### config.mk
export PLATFORM = sky130hd
export DESIGN_NAME = dc_acc_fifo
export DESIGN_NICKNAME = d
export VERILOG_FILES = /design/src/rtl/dc_router_pkg.sv /design/src/rtl/dc_fifo_mem.sv /design/src/rtl/dc_acc_fifo.sv
export SDC_FILE = /design/constraint.sdc
export NUM_CORES = 1
export LEC_CHECK = 0
export BUFFER_PORTS_ARGS = -buffer_cell sky130_fd_sc_hd__buf_2
export CORE_UTILIZATION = 30
export DETAILED_ROUTE_END_ITERATION = 7
export REMOVE_ABC_BUFFERS = 1
export SLEW_MARGIN = 20
export SYNTH_ARGS = -nofsm -noshare
export SYNTH_HDL_FRONTEND = slang
export SYNTH_HIERARCHICAL = 1
export SYNTH_SLANG_ARGS = --single-unit
### constraint.sdc
create_clock -name clk -period 13.61 [get_ports clk]
set_input_delay 2.722 -clock clk [delete_from_list [all_inputs] [get_ports clk]]
set_output_delay 2.722 -clock clk [all_outputs]
set_load 0.02 [all_outputs]
### src/rtl/dc_router_pkg.sv
// Shared constants and encodings for the data & control router and its accelerator FIFOs.
package dc_router_pkg;

    localparam int DC_DATA_WIDTH = 32;
    localparam int DC_FIFO_DEPTH = 16;

    typedef enum logic [1:0] {
        DC_ACC_NONE = 2'd0,
        DC_ACC_FFT  = 2'd1,
        DC_ACC_FIR  = 2'd2,
        DC_ACC_IIR  = 2'd3
    } dc_acc_sel_e;

    // Flow direction of a FIFO instance relative to the accelerator.
    typedef enum logic {
        DC_DIR_TO_ACC   = 1'b0,
        DC_DIR_FROM_ACC = 1'b1
    } dc_fifo_dir_e;

endpackage

### src/rtl/dc_fifo_mem.sv
// DEPTH x WIDTH storage with one synchronous write port and one registered read port.
// Kept separate so it can be replaced by a memory macro without touching the control logic.
module dc_fifo_mem
    import dc_router_pkg::*;
#(
    parameter int WIDTH = DC_DATA_WIDTH,
    parameter int DEPTH = DC_FIFO_DEPTH,
    parameter int AW    = $clog2(DC_FIFO_DEPTH)
) (
    input  logic             i_clk,
    input  logic             i_reset,
    input  logic             i_wr_en,
    input  logic [AW-1:0]    i_wr_addr,
    input  logic [WIDTH-1:0] i_wr_data,
    input  logic             i_rd_en,
    input  logic [AW-1:0]    i_rd_addr,
    output logic [WIDTH-1:0] o_rd_data
);

    logic [WIDTH-1:0] r_mem [DEPTH];
    logic [WIDTH-1:0] r_rd_data;

    // Write port; array contents are deliberately left unreset.
    always_ff @(posedge i_clk) begin
        if (i_wr_en) begin
            r_mem[i_wr_addr] <= i_wr_data;
        end
    end

    // Read register holds the last popped word until the next read.
    always_ff @(posedge i_clk) begin
        if (i_reset) begin
            r_rd_data <= '0;
        end else if (i_rd_en) begin
            r_rd_data <= r_mem[i_rd_addr];
        end else begin
            r_rd_data <= r_rd_data;
        end
    end

    assign o_rd_data = r_rd_data;

endmodule

### src/rtl/dc_acc_fifo.sv
// Single-clock router<->accelerator sample FIFO with registered flags and error pulses.
// Optional occupancy port `count` is built when DC_FIFO_COUNT_EN is defined.
module dc_acc_fifo
    import dc_router_pkg::*;
#(
    parameter int WIDTH = DC_DATA_WIDTH,
    parameter int DEPTH = DC_FIFO_DEPTH,
    localparam int AW   = $clog2(DEPTH)
) (
    input  logic             clk,
    input  logic             reset,
    input  logic             put_req,
    input  logic [WIDTH-1:0] data_in,
    input  logic             get_req,
    output logic [WIDTH-1:0] data_out,
    output logic             out_valid,
    output logic             full,
    output logic             empty,
    output logic             overflow,
    output logic             underflow
`ifdef DC_FIFO_COUNT_EN
    ,
    output logic [AW:0]      count
`endif
);

    localparam logic [AW:0] PTR_ONE = {{AW{1'b0}}, 1'b1};

    logic [AW:0] r_wr_ptr;
    logic [AW:0] r_rd_ptr;
    logic        r_out_valid;
    logic        r_overflow;
    logic        r_underflow;

    logic        w_full;
    logic        w_empty;
    logic        w_put_acc;
    logic        w_get_acc;

    // The extra MSB distinguishes a full ring from an empty one when the indices match.
    assign w_empty = (r_wr_ptr == r_rd_ptr);
    assign w_full  = (r_wr_ptr[AW-1:0] == r_rd_ptr[AW-1:0]) && (r_wr_ptr[AW] != r_rd_ptr[AW]);

    // Accepts use the pre-edge flags, so a same-cycle put/get never hits one address.
    assign w_put_acc = put_req && !w_full  && !reset;
    assign w_get_acc = get_req && !w_empty && !reset;

    dc_fifo_mem #(
        .WIDTH (WIDTH),
        .DEPTH (DEPTH),
        .AW    (AW)
    ) u_mem (
        .i_clk     (clk),
        .i_reset   (reset),
        .i_wr_en   (w_put_acc),
        .i_wr_addr (r_wr_ptr[AW-1:0]),
        .i_wr_data (data_in),
        .i_rd_en   (w_get_acc),
        .i_rd_addr (r_rd_ptr[AW-1:0]),
        .o_rd_data (data_out)
    );

    // Write pointer advances on every accepted put.
    always_ff @(posedge clk) begin
        if (reset) begin
            r_wr_ptr <= '0;
        end else if (w_put_acc) begin
            r_wr_ptr <= r_wr_ptr + PTR_ONE;
        end else begin
            r_wr_ptr <= r_wr_ptr;
        end
    end

    // Read pointer advances on every accepted get.
    always_ff @(posedge clk) begin
        if (reset) begin
            r_rd_ptr <= '0;
        end else if (w_get_acc) begin
            r_rd_ptr <= r_rd_ptr + PTR_ONE;
        end else begin
            r_rd_ptr <= r_rd_ptr;
        end
    end

    // Single-cycle status: read valid and rejected-request pulses.
    always_ff @(posedge clk) begin
        if (reset) begin
            r_out_valid <= 1'b0;
            r_overflow  <= 1'b0;
            r_underflow <= 1'b0;
        end else begin
            r_out_valid <= w_get_acc;
            r_overflow  <= put_req && w_full;
            r_underflow <= get_req && w_empty;
        end
    end

    assign out_valid = r_out_valid;
    assign overflow  = r_overflow;
    assign underflow = r_underflow;
    assign full      = w_full;
    assign empty     = w_empty;

`ifdef DC_FIFO_COUNT_EN
    logic [AW:0] r_count;

    // Occupancy moves on the same edge as the pointers and always equals wr_ptr - rd_ptr.
    always_ff @(posedge clk) begin
        if (reset) begin
            r_count <= '0;
        end else begin
            case ({w_put_acc, w_get_acc})
                2'b10:   r_count <= r_count + PTR_ONE;
                2'b01:   r_count <= r_count - PTR_ONE;
                default: r_count <= r_count;
            endcase
        end
    end

    assign count = r_count;
`endif

endmodule

Word level (Yosys, flattened, before mapping) --
Memories as Yosys holds them, arrays and structs flattened. A register that Yosys moved wholly into a read port is not among the register bits. Cells that the tools add are included.
Operators by class: $add $sub $neg 2, equal/unequal tests 3, muxes and demuxes 2, reduce and logical (&&, ||, !) cells 10
Operator list (count):
- $add 5x1->5 const B | 2
- $logic_and 1x1->1 | 7
- $eq 5x5->1 | 1
- $eq 4x4->1 | 1
- $logic_not 1->1 | 3
- $mux 1 | 2
- $ne 1x1->1 | 1
Word-level totals: flip-flop bits (word level) 13, RAM bits 512, input port bits 36, output and inout bits 37, word-level logic and storage cells 23, memories 1
Memory list:
- u_mem.r_mem | words 16, bits a word 32, rd ports 1, clocked after Yosys merged registers in 1, wr ports 1, RTL line dc_fifo_mem.sv:20 | logic [WIDTH-1:0] r_mem [DEPTH];

Logic depth before layout (Yosys ltp) --
depth after elaboration 7, depth in mapped cells 11, depth with buffers taken out 8

Modules after synthesis --
Netlist, hierarchy kept.
Modules (own cells, without submodules):
- dc_fifo_mem | instances 1, cells each 1216, area each 20948.8 µm², seq. area each 16015.4 µm²
- dc_acc_fifo | instances 1, cells each 79, area each 754.5 µm², seq. area each 260.2 µm²

Worst setup path after synthesis --
Ideal clock, no wire load.
path kind input-to-reg, from in put_req, to mem u_mem/r_mem[0][0] (netlist name), enable pin, library setup time 0.461 ns, arrival time 5.843 ns, data required time 13.149 ns, setup slack 7.306 ns, stages 4, path buffers 0, cell sequence a21boi_4 > nor2b_1 > or3b_2 > nor3_1
Between the ends: cells in the longest elaborated chain, start to end 4
RTL lines:
- from (decl) | RTL line dc_acc_fifo.sv:12 | input logic put_req,
- $logic_and 1x1->1 (2 in a row) | RTL line dc_acc_fifo.sv:45 | assign w_put_acc = put_req && !w_full && !reset;
- named net w_put_acc | RTL line dc_acc_fifo.sv:37 | logic w_put_acc;
- $mux 1 | RTL line dc_fifo_mem.sv:25 | if (i_wr_en) begin
- $mux 1 (implied by the code) | RTL line dc_fifo_mem.sv:26 | r_mem[i_wr_addr] <= i_wr_data;
- to (decl) | RTL line dc_fifo_mem.sv:20
The timed path passes the listed nets, and every way through them passes these cells.

Final worst setup path --
from reg r_rd_ptr[2], to out full
Between the ends: cells in the longest elaborated chain, start to end 2
RTL lines:
- from (decl) | RTL line dc_acc_fifo.sv:30 | logic [AW:0] r_rd_ptr;
- from (signal assigned) | RTL line dc_acc_fifo.sv:79 | r_rd_ptr <= r_rd_ptr + PTR_ONE;
- from (signal assigned) | RTL line dc_acc_fifo.sv:81 | r_rd_ptr <= r_rd_ptr;
- $eq 4x4->1 | RTL line dc_acc_fifo.sv:42 | assign w_full = (r_wr_ptr[AW-1:0] == r_rd_ptr[AW-1:0]) && (r_wr_ptr[AW] != r_rd_ptr[AW]);
- $logic_and 1x1->1 | RTL line dc_acc_fifo.sv:42
- to (decl) | RTL line dc_acc_fifo.sv:17 | output logic full,
Every way passes these cells.

==> key figures <==
Status
  – Outcome: completed

Yosys
  – Largest area contributor in the netlist: edfxtp_1
  – Main synth FF type: edfxtp_1
  – Unique masters post-synth: 42
  – Complex-gate fraction of the synthesized area: 0.0434
  – Fraction of synthesized cell area in xor and xnor cells: 0.00242
  – Area share of fa/ha/maj cells after synthesis: 0.00115
  – Post-synthesis mux area share: 0.122
  – Flops & latches, synth: 557
  – Synth top area share: 0.708
  – Avg Cell Area, Syn: 16.8 µm²
  – Mapped cell area: 21,700 µm²
  – Async SR Flop Fraction: 0
  – Synth Area in Simple Gates: 0.0551
  – Top-count cell post-synth: edfxtp_1
  – Main combinational cell family by area after synthesis: multiplexers
  – Sequential-to-total area share from yosys stat: 0.750
  – Synth warn: 6
  – Post-synth EDFFs: 512
  – Syn Inst Count: 1,295
  – Commonest cells in the netlist: edfxtp_1, mux2i_1, nand2_1
  – Largest cells by area after synthesis: edfxtp_1, mux2i_1, dfxtp_1

Clock tree
  – Post-CTS Resized: 0
  – TritonCTS Buffers: 56
  – Setup Buffers After CTS: 0
  – TritonCTS clock tree: done
  – H-tree level count: 2
  – CTS sink cnt: 557
  – Clk slew on worst S/H paths: 0.06 ns
  – Max Buffers Root-to-Sink: 3
  – Hold_buf cts: 0
  – Cell chosen for the clock root: clkbuf_16
  – Worst-Skew Late Latency: 0.61 ns

STA
  – TNS Setup: 0 ns
  – RSZ-0062 raised after global routing: no
  – Max Slew Vio Count: 0
  – Clk_skew: 0.0246 ns
  – Final period util: 0.365
  – Max-slew headroom: 0.250
  – Endpoints failing setup: 0
  – Worst-Margin Slew: 1.12 ns
  – Minimum clock period: 4.96 ns
  – Final Hold Viols: 0
  – Highest clock rate: 202 MHz

Floorplanning
  – Core area: 71,500 µm²
  – Die Wd: 271 µm
  – Chip height: 271 µm
  – Initial Util: 0.304
  – Rows: 98
  – Total die area: 73,400 µm²
  – I/O pins: 73

Routing
  – DRT Pass-1 Iters: 5
  – 1st-iter DRT viols: 817
  – WL final: 48,400 µm
  – Vias: 11,400
  – Vias per inst: 4.79
  – Remaining antenna violation count after routing: 0
  – DRC Markers: 0
  – Wire per inst: 20.3 µm

Global route
  – Vias in the first global route: 11,600
  – Largest net degree at the start of global routing: 65
  – First-pass GRT wire length: 72,100 µm
  – Initial antenna violation count: 2
  – Total grt overflow: 0
  – Total Routing Usage GR: 0.129

Hold path
  – Hold WC Path Type: flop to flop

Power and ir drop
  – VDD IR max: 0.0852 mV
  – Pwr Density: 147 nW/µm²
  – Leakage power: 7.75 nW

Setup path
  – Setup slack, reg-to-reg: 9.55 ns
  – CP Capture Type: primary output
  – CP peak stage delay: 0.71 ns
  – WP buf/inv: 2
  – Critical Path Start Type: flop
  – CP required: 10.89 ns
  – Worst setup path class: flop to primary output
  – Worst path arrival time: 2.24 ns
  – Critical Path, Cell by Cell: xnor2_1 > and4_4 > nand2_1 > inv_1 > buf_2
  – CP Max Fanout: 31
  – Crit path max-delay family: flip-flops
  – Slowest-stage cell, CP: dfxtp_4

Cells and area
  – P&R area growth vs syn: 15.4%
  – Layout cells sized above 1: 0.155
  – # nets final: 1,426
  – FILL cells: 6,685
  – Fin cells: 2,387

Placed design
  – Dpl hpwl: 26,300 µm
  – Port Buf Inserts: 72
  – Routability Congestion: 0.721
  – Placed Instances: 2,280

Flow run
  – Max Cap Violations: 0
per-layer routing:
| metal | track usage | vias to the layer above | wire length, µm |
|---|---|---|---|
| li1 | - | 5213 | - |
| met1 | 0.176 | 5836 | 22000 |
| met2 | 0.207 | 291 | 22600 |
| met3 | 0.0282 | 78 | 2750 |
| met4 | 0.0337 | 4 | 988 |
| met5 | 0 | - | 27 |
state kept, by name (all words and copies together), names as in the netlist:
| name | cells |
|---|---|
| u_mem/o_rd_data | 32 |
| u_mem/r_mem | 512 |
| overflow | 1 |
| r_wr_ptr | 5 |
| underflow | 1 |
| r_rd_ptr | 5 |
| out_valid | 1 |
logic make-up (layout without fill, tap and decap cells):
logic type | after synthesis | count (layout)
adder cells (fa/ha/maj) | 2 | 2
XOR/XNOR | 6 | 6
AO/OA/AOI/OAI | 140 | 140
other | 0 | 1
flip-flops | 557 | 557
AND/OR/NAND/NOR | 255 | 255
multiplexers | 264 | 264
buffers and inverters | 71 | 212
placed cells by master, fill, tap and decap left out, types with 12 or more instances in the layout:
cell type / n
buf_4: 29
nand2_1: 99
buf_2: 72
clkbuf_16: 56
clkbuf_1: 13
nor2_4: 14
nand3_1: 98
mux2i_1: 258
dfxtp_1: 44
edfxtp_1: 512
clkinv_1: 12
a22oi_1: 64
a21oi_1: 58
cell type report:
type | count | area (µm²) | share of cell area
clock buffer | 71 | 1480 | 0.0590
multi-input combinational | 667 | 5000 | 0.200
clock inverter | 35 | 459 | 0.0183
tap | 950 | 1190 | 0.0475
timing repair buffer | 104 | 629 | 0.0251
sequential | 557 | 16300 | 0.650
antenna | 1 | 2.50 | 0.0000999
inverter | 2 | 7.51 | 0.000300
worst register-to-register path, delay by kind of cell (launching register included):
family / cells / cell delay [ns]
and+or+nand+nor: 2 / 0.26
buffers and inverters: 3 / 2.54
AOI/OAI and AO/OA: 1 / 0.32
DFF: 1 / 0.71
muxes: 1 / 0.20
stage by stage:
step | util | setup slack, ns | power [mW] | hold WS, ns | cell area, µm²
finish | 0.350 | 8.65 | 3.68 | 0.445 | 25000
global route | 0.350 | 8.53 | 3.80 | 0.476 | 25000
CTS | 0.350 | 8.61 | 3.72 | 0.450 | 25000
detailed placement | 0.323 | 8.36 | 2.12 | 0.436 | 23100
global placement | 0.323 | 8.35 | 2.12 | 0.438 | 23100
floorplan | - | 0.630 | 2.03 | 0.510 | 21100
power breakdown:
group / internal (mW) / switching (mW) / total (mW) / leakage [nW]
clock: 0.961 / 0.639 / 1.60 / 0.935
combinational: 0.0484 / 0.132 / 0.180 / 1.83
sequential: 1.89 / 0.0134 / 1.90 / 4.98
worst paths after layout:
check / from / end / cells after the start
min reg2reg: u_mem/o_rd_data[2] / u_mem/o_rd_data[2] / 2
max: r_rd_ptr[2] / full / 5
max reg2reg: r_rd_ptr[2] / u_mem/o_rd_data[21] / 7
min: u_mem/o_rd_data[2] / u_mem/o_rd_data[2] / 2
No activity file was read; power rests on OpenSTA's default activity.
